[config.mk]
export PLATFORM = sky130hd
export DESIGN_NAME = execute_stage_mc
export DESIGN_NICKNAME = d
export VERILOG_FILES = /design/src/rtl/execute_stage_mc_pkg.sv /design/src/rtl/execute_stage_mc_mul_iter.sv /design/src/rtl/execute_stage_mc.sv
export SDC_FILE = /design/constraint.sdc
export NUM_CORES = 2
export LEC_CHECK = 0
export BUFFER_PORTS_ARGS = -buffer_cell sky130_fd_sc_hd__buf_2
export CORE_UTILIZATION = 40
export CTS_BUF_LIST = sky130_fd_sc_hd__clkbuf_4 sky130_fd_sc_hd__clkbuf_8 sky130_fd_sc_hd__clkbuf_16
export CTS_CLUSTER_SIZE = 16
export DETAILED_ROUTE_END_ITERATION = 8
export GPL_ROUTABILITY_DRIVEN = 0
export MAX_ROUTING_LAYER = met4
export PLACE_DENSITY = 0.63
export SYNTH_ARGS = -nofsm -noshare
export SYNTH_HDL_FRONTEND = slang
export SYNTH_SLANG_ARGS = --single-unit
export TNS_END_PERCENT = 30
[constraint.sdc]
create_clock -name clk -period 11.7 [get_ports clk]
set_input_delay 1.755 -clock clk [delete_from_list [all_inputs] [get_ports clk]]
set_output_delay 1.755 -clock clk [all_outputs]
set_load 0.03 [all_outputs]
[src/rtl/execute_stage_mc_pkg.sv]
// Shared encodings for the execute stage: ALU ops, branch ops, forwarding
// selects and multiplier FSM states.
package exec_pkg;

  localparam logic [3:0] ALU_ADD   = 4'd0;
  localparam logic [3:0] ALU_SUB   = 4'd1;
  localparam logic [3:0] ALU_AND   = 4'd2;
  localparam logic [3:0] ALU_OR    = 4'd3;
  localparam logic [3:0] ALU_XOR   = 4'd4;
  localparam logic [3:0] ALU_SLT   = 4'd5;
  localparam logic [3:0] ALU_SLTU  = 4'd6;
  localparam logic [3:0] ALU_SLL   = 4'd7;
  localparam logic [3:0] ALU_SRL   = 4'd8;
  localparam logic [3:0] ALU_SRA   = 4'd9;
  localparam logic [3:0] ALU_MUL   = 4'd10;
  localparam logic [3:0] ALU_MULHU = 4'd11;

  localparam logic [2:0] BR_BEQ  = 3'b000;
  localparam logic [2:0] BR_BNE  = 3'b001;
  localparam logic [2:0] BR_BLT  = 3'b100;
  localparam logic [2:0] BR_BGE  = 3'b101;
  localparam logic [2:0] BR_BLTU = 3'b110;
  localparam logic [2:0] BR_BGEU = 3'b111;

  localparam logic [1:0] FWD_RF = 2'b00;
  localparam logic [1:0] FWD_W  = 2'b01;
  localparam logic [1:0] FWD_M  = 2'b10;

  localparam logic [1:0] ST_IDLE = 2'd0;
  localparam logic [1:0] ST_BUSY = 2'd1;
  localparam logic [1:0] ST_DONE = 2'd2;

  function automatic logic is_mul_op(input logic [3:0] op);
    return (op == ALU_MUL) || (op == ALU_MULHU);
  endfunction

endpackage

[src/rtl/execute_stage_mc_mul_iter.sv]
// Iterative unsigned shift-add multiplier: one multiplier bit per cycle,
// XLEN cycles per product. The product register holds after completion.
module mul_iter #(
  parameter int XLEN = 32
) (
  input  logic              clk,
  input  logic              rst,
  input  logic              start,
  input  logic              abort,
  input  logic [XLEN-1:0]   a,
  input  logic [XLEN-1:0]   b,
  output logic              done,
  output logic [2*XLEN-1:0] product
);

  localparam int CW = $clog2(XLEN);

  logic [2*XLEN-1:0] mcand;
  logic [2*XLEN-1:0] acc;
  logic [XLEN-1:0]   mplier;
  logic [CW-1:0]     count;
  logic              busy;

  // done is high during the cycle whose edge performs the last step
  assign done    = busy && (count == CW'(XLEN - 1));
  assign product = acc;

  always_ff @(posedge clk) begin
    if (!rst) begin
      mcand  <= '0;
      acc    <= '0;
      mplier <= '0;
      count  <= '0;
      busy   <= 1'b0;
    end else if (abort) begin
      busy <= 1'b0;
    end else if (start) begin
      mcand  <= {{XLEN{1'b0}}, a};
      mplier <= b;
      acc    <= '0;
      count  <= '0;
      busy   <= 1'b1;
    end else if (busy) begin
      if (mplier[0]) acc <= acc + mcand;
      mcand  <= mcand << 1;
      mplier <= mplier >> 1;
      count  <= count + CW'(1);
      if (done) busy <= 1'b0;
    end
  end

endmodule

[src/rtl/execute_stage_mc.sv]
// Execute stage: operand forwarding, single-cycle ALU, branch resolution,
// optional iterative multiplier, and the registered EX/MEM boundary.
module execute_stage_mc import exec_pkg::*; #(
  parameter int XLEN       = 32,
  parameter int MUL_ENABLE = 1,
  parameter int REG_AW     = 5
) (
  input  logic              clk,
  input  logic              rst,
  input  logic              valid_E,
  output logic              ready_E,
  input  logic              flush_E,
  input  logic              stall_M,
  input  logic [XLEN-1:0]   RD1_E,
  input  logic [XLEN-1:0]   RD2_E,
  input  logic [XLEN-1:0]   ImmExt_E,
  input  logic [XLEN-1:0]   PC_E,
  input  logic [XLEN-1:0]   PCPlus4_E,
  input  logic [REG_AW-1:0] Rd_E,
  input  logic [3:0]        ALUControl_E,
  input  logic              ALUSrc_E,
  input  logic [2:0]        BranchOp_E,
  input  logic              Branch_E,
  input  logic              Jump_E,
  input  logic              RegWrite_E,
  input  logic              MemWrite_E,
  input  logic [1:0]        ResultSrc_E,
  input  logic [1:0]        ForwardA_E,
  input  logic [1:0]        ForwardB_E,
  input  logic [XLEN-1:0]   ResultW,
  output logic              PCSrc_E,
  output logic [XLEN-1:0]   PCTarget_E,
  output logic              valid_M,
  output logic              RegWrite_M,
  output logic              MemWrite_M,
  output logic [1:0]        ResultSrc_M,
  output logic [REG_AW-1:0] Rd_M,
  output logic [XLEN-1:0]   AluResult_M,
  output logic [XLEN-1:0]   WriteData_M,
  output logic [XLEN-1:0]   PCPlus4_M
);

  localparam int SW = $clog2(XLEN);

  logic [XLEN-1:0]   src_a, src_b, write_data, alu_result, mul_result;
  logic [SW-1:0]     shamt;
  logic              br_cond, mul_sel, mul_start, mul_abort;
  logic [1:0]        state;
  logic              lat_regwrite, lat_memwrite, lat_high;
  logic [1:0]        lat_resultsrc;
  logic [REG_AW-1:0] lat_rd;
  logic [XLEN-1:0]   lat_pc4;

  logic              load_m, nxt_valid, nxt_regwrite, nxt_memwrite;
  logic [1:0]        nxt_resultsrc;
  logic [REG_AW-1:0] nxt_rd;
  logic [XLEN-1:0]   nxt_alu, nxt_wd, nxt_pc4;

  // Encoding 11 falls through to the register-file value
  always_comb begin
    case (ForwardA_E)
      FWD_W:   src_a = ResultW;
      FWD_M:   src_a = AluResult_M;
      default: src_a = RD1_E;
    endcase
    case (ForwardB_E)
      FWD_W:   write_data = ResultW;
      FWD_M:   write_data = AluResult_M;
      default: write_data = RD2_E;
    endcase
  end

  assign src_b = ALUSrc_E ? ImmExt_E : write_data;
  assign shamt = src_b[SW-1:0];

  always_comb begin
    case (ALUControl_E)
      ALU_SUB:  alu_result = src_a - src_b;
      ALU_AND:  alu_result = src_a & src_b;
      ALU_OR:   alu_result = src_a | src_b;
      ALU_XOR:  alu_result = src_a ^ src_b;
      ALU_SLT:  alu_result = {{(XLEN-1){1'b0}}, $signed(src_a) < $signed(src_b)};
      ALU_SLTU: alu_result = {{(XLEN-1){1'b0}}, src_a < src_b};
      ALU_SLL:  alu_result = src_a << shamt;
      ALU_SRL:  alu_result = src_a >> shamt;
      ALU_SRA:  alu_result = $unsigned($signed(src_a) >>> shamt);
      default:  alu_result = src_a + src_b;
    endcase
  end

  always_comb begin
    case (BranchOp_E)
      BR_BEQ:  br_cond = (src_a == src_b);
      BR_BNE:  br_cond = (src_a != src_b);
      BR_BLT:  br_cond = ($signed(src_a) < $signed(src_b));
      BR_BGE:  br_cond = ($signed(src_a) >= $signed(src_b));
      BR_BLTU: br_cond = (src_a < src_b);
      BR_BGEU: br_cond = (src_a >= src_b);
      default: br_cond = 1'b0;
    endcase
  end

  assign PCTarget_E = PC_E + ImmExt_E;
  assign PCSrc_E    = valid_E & ~flush_E & (state == ST_IDLE) &
                      (Jump_E | (Branch_E & br_cond));

  assign mul_sel   = (MUL_ENABLE != 0) && is_mul_op(ALUControl_E);
  assign mul_start = (state == ST_IDLE) & valid_E & ~flush_E & mul_sel;
  assign mul_abort = flush_E & (state != ST_IDLE);
  assign ready_E   = (state == ST_IDLE);

  generate
    if (MUL_ENABLE != 0) begin : g_mul
      logic [2*XLEN-1:0] product;
      logic              mul_done;

      mul_iter #(.XLEN(XLEN)) u_mul (
        .clk     (clk),
        .rst     (rst),
        .start   (mul_start),
        .abort   (mul_abort),
        .a       (src_a),
        .b       (src_b),
        .done    (mul_done),
        .product (product)
      );

      assign mul_result = lat_high ? product[2*XLEN-1:XLEN] : product[XLEN-1:0];

      always_ff @(posedge clk) begin
        if (!rst) begin
          state         <= ST_IDLE;
          lat_regwrite  <= 1'b0;
          lat_memwrite  <= 1'b0;
          lat_high      <= 1'b0;
          lat_resultsrc <= '0;
          lat_rd        <= '0;
          lat_pc4       <= '0;
        end else begin
          case (state)
            ST_IDLE: if (mul_start) begin
              state         <= ST_BUSY;
              lat_regwrite  <= RegWrite_E;
              lat_memwrite  <= MemWrite_E;
              lat_high      <= (ALUControl_E == ALU_MULHU);
              lat_resultsrc <= ResultSrc_E;
              lat_rd        <= Rd_E;
              lat_pc4       <= PCPlus4_E;
            end
            ST_BUSY: if (flush_E) state <= ST_IDLE;
                     else if (mul_done) state <= ST_DONE;
            ST_DONE: if (flush_E || !stall_M) state <= ST_IDLE;
            default: state <= ST_IDLE;
          endcase
        end
      end
    end else begin : g_nomul
      assign state         = ST_IDLE;
      assign mul_result    = '0;
      assign lat_regwrite  = 1'b0;
      assign lat_memwrite  = 1'b0;
      assign lat_high      = 1'b0;
      assign lat_resultsrc = '0;
      assign lat_rd        = '0;
      assign lat_pc4       = '0;
    end
  endgenerate

  // Next EX/MEM contents; anything not explicitly loaded is a zeroed bubble
  always_comb begin
    load_m        = ~stall_M;
    nxt_valid     = 1'b0;
    nxt_regwrite  = 1'b0;
    nxt_memwrite  = 1'b0;
    nxt_resultsrc = '0;
    nxt_rd        = '0;
    nxt_alu       = '0;
    nxt_wd        = '0;
    nxt_pc4       = '0;
    if (state == ST_IDLE && valid_E && !flush_E && !mul_sel) begin
      nxt_valid     = 1'b1;
      nxt_regwrite  = RegWrite_E;
      nxt_memwrite  = MemWrite_E;
      nxt_resultsrc = ResultSrc_E;
      nxt_rd        = Rd_E;
      nxt_alu       = alu_result;
      nxt_wd        = write_data;
      nxt_pc4       = PCPlus4_E;
    end else if (state == ST_DONE && !flush_E) begin
      nxt_valid     = 1'b1;
      nxt_regwrite  = lat_regwrite;
      nxt_memwrite  = lat_memwrite;
      nxt_resultsrc = lat_resultsrc;
      nxt_rd        = lat_rd;
      nxt_alu       = mul_result;
      nxt_pc4       = lat_pc4;
    end
  end

  always_ff @(posedge clk) begin
    if (!rst) begin
      valid_M     <= 1'b0;
      RegWrite_M  <= 1'b0;
      MemWrite_M  <= 1'b0;
      ResultSrc_M <= '0;
      Rd_M        <= '0;
      AluResult_M <= '0;
      WriteData_M <= '0;
      PCPlus4_M   <= '0;
    end else if (load_m) begin
      valid_M     <= nxt_valid;
      RegWrite_M  <= nxt_regwrite;
      MemWrite_M  <= nxt_memwrite;
      ResultSrc_M <= nxt_resultsrc;
      Rd_M        <= nxt_rd;
      AluResult_M <= nxt_alu;
      WriteData_M <= nxt_wd;
      PCPlus4_M   <= nxt_pc4;
    end
  end

endmodule

# Yosys cells after proc, flatten, opt, wreduce, memory -nomap -nowiden
# Index checks and enable logic that the tools add are counted.
[totals]
reg_bits = 316
in_bits = 220
out_inout_bits = 140
word_cells = 133
[classes]
n_addsub = 5
magnitude_cmp = 4
n_eq_ne = 28
shifts = 3
muxes = 38
n_bitwise = 15
n_reduce_logical = 20
[ops]
columns = ["cell", "count"]
rows = [
  ["$mux 64", 5],
  ["$mux 32", 9],
  ["$pmux 32 s9", 1],
  ["$pmux 32 s2", 2],
  ["$add 32x32->32", 2],
  ["$add 64x64->64", 1],
  ["$ge 32x32->1", 2],
  ["$lt 32x32->1", 2],
  ["$and 32x32->32", 1],
  ["$eq 32x32->1", 1],
  ["$ne 32x32->1", 1],
  ["$or 32x32->32", 1],
  ["$shl 32x5->32", 1],
  ["$shr 32x5->32", 1],
  ["$sshr 32x5->32", 1],
  ["$sub 32x32->32", 1],
  ["$xor 32x32->32", 1],
  ["$mux 5", 4],
  ["$eq 4x3->1 const B", 4],
  ["$eq 4x4->1 const B", 4],
  ["$eq 3x3->1 const B", 4],
  ["$mux 2", 6],
  ["$mux 1", 9],
  ["$and 1x1->1", 8],
  ["other kinds (23)", 41],
]

# Logic depth before layout (Yosys ltp)
[depth]
ltp_word = 8
ltp_mapped = 21
mapped_depth_nobuf = 19

# Hierarchy
# From an unflattened synthesis, not the netlist that was laid out.
[hier_totals]
cells_unflattened = 3715
area_unflattened_um2 = 27911.8
[modules_own_cells]
columns = ["mod", "instances", "cells_each", "area_per_inst_um2", "seq_area_each_um2"]
rows = [
  ["execute_stage_mc", 1, 2470, 17948.5, 3002.9],
  ["mul_iter", 1, 1245, 9963.3, 3323.2],
]

# Least setup slack after synthesis
# OpenSTA, ideal clock, no wires.
[synth_timing]
path_type = "input to output"
startpoint = "input ForwardB_E[1]"
endpoint = "output PCSrc_E"
arrival_ps = 6056
required_time_ps = 9945
slack_ps = 3889
path_stages = 21
n_path_buf = 5
cell_sequence = "inv_1 ha_1 clkbuf_1 a22oi_1 o21ai_0 mux2i_1 clkbuf_1 buf_2 buf_1 ha_1 clkbuf_1 a21oi_1 a21oi_1 o31ai_1 a21oi_1 a31oi_1 o211a_1 mux2i_1 nand4b_1 a41oi_1 nor2_1"
[synth_between]
elab_chain_cells = 8
word_cells_on_any_way = 14
classes_between = "order compare: 4; eq/ne: 4; mux: 3; bitwise: 3"
[synth_lines]
columns = ["item", "line_no", "rtl"]
rows = [
  ["start, declared", "execute_stage_mc.sv:29", "input logic [1:0] ForwardB_E,"],
  ["$eq 2x2->1 or $eq 2x1->1 (tied branches)", "execute_stage_mc.sv:66", "case (ForwardB_E)"],
  ["$pmux 32 s2 (*)", "execute_stage_mc.sv:66", ""],
  ["$mux 32 (*)", "execute_stage_mc.sv:73", "assign src_b = ALUSrc_E ? ImmExt_E : write_data;"],
  ["$ge 32x32->1 (tied with other cells)", "execute_stage_mc.sv:98", "BR_BGEU: br_cond = (src_a >= src_b);"],
  ["$pmux 1 s6 (*)", "execute_stage_mc.sv:92", "case (BranchOp_E)"],
  ["$and 1x1->1 (*)", "execute_stage_mc.sv:105", "(Jump_E | (Branch_E & br_cond));"],
  ["$or 1x1->1 (*)", "execute_stage_mc.sv:105", ""],
  ["$and 1x1->1 (*)", "execute_stage_mc.sv:104", "assign PCSrc_E = valid_E & ~flush_E & (state == ST_IDLE) &"],
  ["end, declared", "execute_stage_mc.sv:31", "output logic PCSrc_E,"],
]
# Mark *: on every way between the ends. The rest lies on a longest branch, timed or not.

# Worst setup path in the final report
[layout_timing]
startpoint = "input ForwardB_E[0]"
endpoint = "output PCSrc_E"
# Same word-level chain as after synthesis.

==> flow_summary.yaml <==
outcome:
  status: "complete, no violations"
finish:
  seqCellArea_um2: 6327
  utilization: 0.4608
  area_growth_pct: 13.46
  drive_gt1_frac: 0.1426
  fill_cells: 7016
  multiInputGateArea_um2: 20060
  nets: 4386
worst_hold_path:
  worstHoldEndpoint: "lat_pc4[20]$_SDFFE_PN0P_"
  hp-start: "lat_pc4[20]$_SDFFE_PN0P_"
  hold_depth: 2
  hold_class: "register to register"
clock_network:
  cts_resized: 0
  ctsLongestPathBuffers: 3
  clock_sinks: 316
  path_clk_slew_ns: 0.06
  tritoncts: "built"
  ctsHoldBuffers: 0
  numCtsBuffers: 41
  htreeDepth: 2
  clk_latency_ns: 0.61
  postCtsSetupBuffers: 0
  root_buffer: "clkbuf_16"
sta:
  hold_viol_final: 0
  whs_ns: 0.4655
  setup_viol: 0
  worst_pin_slew_ns: 1.332
  clock_skew_ns: 0.02993
  fmax_ghz: 0.1089
  layout_min_cycle_time_ns: 9.182
  period_share: 0.7848
  fin_tns_setup_ns: 0
  slew_headroom: 0.1072
  rsz0062_at_grt: "false"
  slew_violations: 0
logic_synthesis:
  ys_seq_elements: 316
  synth_edf_count: 0
  synthCells: 3797
  syn_area_um2: 27950
  ys_dominant_reg_cell: "dfxtp_1"
  synth.distinct_cells: 87
  seq_area_frac_synth: 0.2263
  syn_avg_cell_area_um2: 7.361
  async_flop_share: 0
  synth_nets: 4218
  yosysWarnings: 0
global_route:
  antenna_found_initial: 9
  grt_max_degree: 94
  gr-total-overflow: 0
  first_global_vias: 27922
  grtUsageTotal: 0.3286
  grt_pass1_wl_mm: 175.2
critical_path:
  r2r-start: "AluResult_M[1]$_SDFFE_PN0N_"
  cp-start-kind: "primary input"
  cp.arrival_ns: 7.43
  cp_max_fo: 53
  crit_type: "primary input to primary output"
  end_kind: "primary output"
  reg2regPathDepth: 15
  regToRegSetupSlack_ns: 6.02
  timing.critical_path.required_ns: 9.95
  r2r-end: "AluResult_M[27]$_SDFFE_PN0N_"
power:
  p_total_mw: 3.726
  pwr_density_cell_nw_per_um2: 117.5
  ir_drop_mv: 0.09820
  p_leak_nw: 13.63
floorplanning:
  placementRows: 96
  io_pins: 360
  die_h_um: 266.3
  dieArea_um2: 70930
  initial_core_util: 0.4061
  die_w_um: 266.3
  core_region_area_um2: 68830
run:
  cap_violations: 0
detailed_routing:
  drt_pass1_iterations: 7
  drcViolationCount: 0
  wire_per_inst_um: 24.06
  postRouteAntennaNets: 0
  drt_iter0_markers: 4328
  drt-total-wl_mm: 118.7
  via_count: 31063
  vias_per_cell: 6.294
placement:
  hpwl_mm: 88.52
  port_buffers: 359
==> sequential cells by signal, summed over array words and instances, names as in the netlist, 5 cells and up <==
register	flops
g_mul.u_mul.product	64
g_mul.u_mul.mcand	64
PCPlus4_M	32
Rd_M	5
lat_rd	5
g_mul.u_mul.mplier	32
g_mul.u_mul.count	5
lat_pc4	32
WriteData_M	32
AluResult_M	32
==> kinds of logic (layout without fill, tap and decap cells) <==
| family | after synthesis | after routing | share of synthesized area |
|---|---|---|---|
| AO/OA/AOI/OAI | 1412 | 1412 | 0.3408 |
| AND/OR/NAND/NOR | 1174 | 1174 | 0.1889 |
| buffers and inverters | 423 | 624 | 0.05918 |
| flip-flops | 316 | 316 | 0.2263 |
| adder cells (fa/ha/maj) | 201 | 201 | 0.09106 |
| multiplexers | 163 | 163 | 0.05990 |
| XOR/XNOR | 108 | 108 | 0.03384 |
| other | 0 | 6 | 0 |
==> how the worst max path moves through the flow <==
stage	startpoint	endpoint	slack [ns]	cells past startpoint
final	ForwardB_E[0]	PCSrc_E	2.52	19
after global routing	ForwardB_E[0]	PCSrc_E	2.19	20
after CTS	ForwardB_E[0]	PCSrc_E	2.66	20
after detailed placement	ForwardB_E[0]	PCSrc_E	2.67	20
after global placement	ForwardB_E[0]	PCSrc_E	2.70	20
after floorplan	ForwardB_E[1]	PCSrc_E	3.89	21
==> final cells by class <==
cell class | count | share of cell area
clock inverters | 21 | 0.007299
repair buffers | 413 | 0.06972
diodes | 6 | 0.0004735
well taps | 931 | 0.03673
flip-flops and latches | 316 | 0.1995
clock buffers | 55 | 0.03740
multi-input cells | 3058 | 0.6327
inverters | 135 | 0.01614
==> cells in the mapped netlist, types with 14 or more instances <==
library cell / instances / area share
nor2b_1: 86 / 0.019
buf_2: 25 / 0.0045
o21ai_1: 14 / 0.0025
ha_1: 197 / 0.088
a21boi_0: 86 / 0.023
and2_1: 14 / 0.0031
xnor2_1: 68 / 0.021
mux2_2: 24 / 0.0097
nand2b_1: 32 / 0.0072
o22ai_1: 32 / 0.0072
o21ai_0: 236 / 0.042
a221o_1: 53 / 0.019
o21bai_1: 26 / 0.0070
a31oi_1: 34 / 0.0076
o211ai_1: 61 / 0.016
a21o_1: 61 / 0.016
o221ai_1: 17 / 0.0053
a21oi_1: 386 / 0.069
nand4_1: 24 / 0.0054
and3_1: 21 / 0.0047
mux2i_1: 138 / 0.049
o21a_1: 21 / 0.0056
nand3_1: 94 / 0.017
a22oi_1: 73 / 0.020
nor3_1: 72 / 0.013
nand2_1: 497 / 0.067
a211oi_1: 77 / 0.021
nor2_1: 272 / 0.037
o31ai_1: 16 / 0.0043
o2111ai_1: 17 / 0.0053
a221oi_1: 21 / 0.0066
buf_1: 47 / 0.0063
xor2_1: 40 / 0.013
clkbuf_1: 211 / 0.028
o211a_1: 77 / 0.028
dfxtp_1: 316 / 0.23
inv_1: 130 / 0.017
==> per-layer routing <==
metal | part of all wire | global-route usage | wire (um)
met1 | 0.41 | 0.4275 | 49120
met2 | 0.42 | 0.4680 | 49450
met3 | 0.11 | 0.06858 | 12650
met4 | 0.063 | 0.1879 | 7513
met5 | 0 | - | 0
==> critical path, stage by stage <==
cell and delay, ns:
buf_2 0.11, inv_1 0.05, ha_2 0.70, a221oi_1 0.25, o31a_2 0.40, buf_4 0.32, inv_2 0.77, fa_1 0.35
nand3b_1 0.15, a21oi_1 0.12, o31ai_1 0.41, a21oi_1 0.22, a31oi_1 0.57, o211a_1 0.43, mux2i_1 0.23, nand4b_1 0.11
a41oi_1 0.19, nor2_1 0.05, buf_2 0.18
==> per-stage QoR <==
step / setup WS, ns / std cells / cell area [um^2]
after floorplan: 3.889 / 3797 / 27950
after global placement: 2.704 / 4853 / 30280
after detailed placement: 2.675 / 4853 / 30280
after CTS: 2.655 / 4929 / 31700
after global routing: 2.194 / 4934 / 31710
final: 2.518 / 4935 / 31710
==> cell usage in the layout, fill, tap and decap left out, types with 26 or more instances in the layout <==
master	Yosys	final
nor2b_1	86	86
buf_4	2	55
nor3_1	72	69
nand3_1	94	94
dfxtp_1	316	315
clkbuf_16	0	42
a21o_1	61	61
xnor2_1	68	68
a22oi_1	73	73
o211ai_1	61	61
ha_1	197	195
a31oi_1	34	34
nand2_1	497	494
o21ai_0	236	235
a21boi_0	86	86
o21bai_1	26	26
xor2_1	40	40
a221o_1	53	53
nand2b_1	32	32
a21oi_1	386	386
nor2_1	272	270
buf_2	25	357
mux2i_1	138	137
a211oi_1	77	77
o22ai_1	32	32
o211a_1	77	77
inv_1	130	128
==> power breakdown <==
| group | total [mW] | internal [mW] | switching (mW) |
|---|---|---|---|
| clock network | 1.34 | 0.788 | 0.552 |
| registers | 1.13 | 1.10 | 0.0268 |
| logic | 1.26 | 0.407 | 0.852 |
No activity file was read; power rests on OpenSTA's default activity.
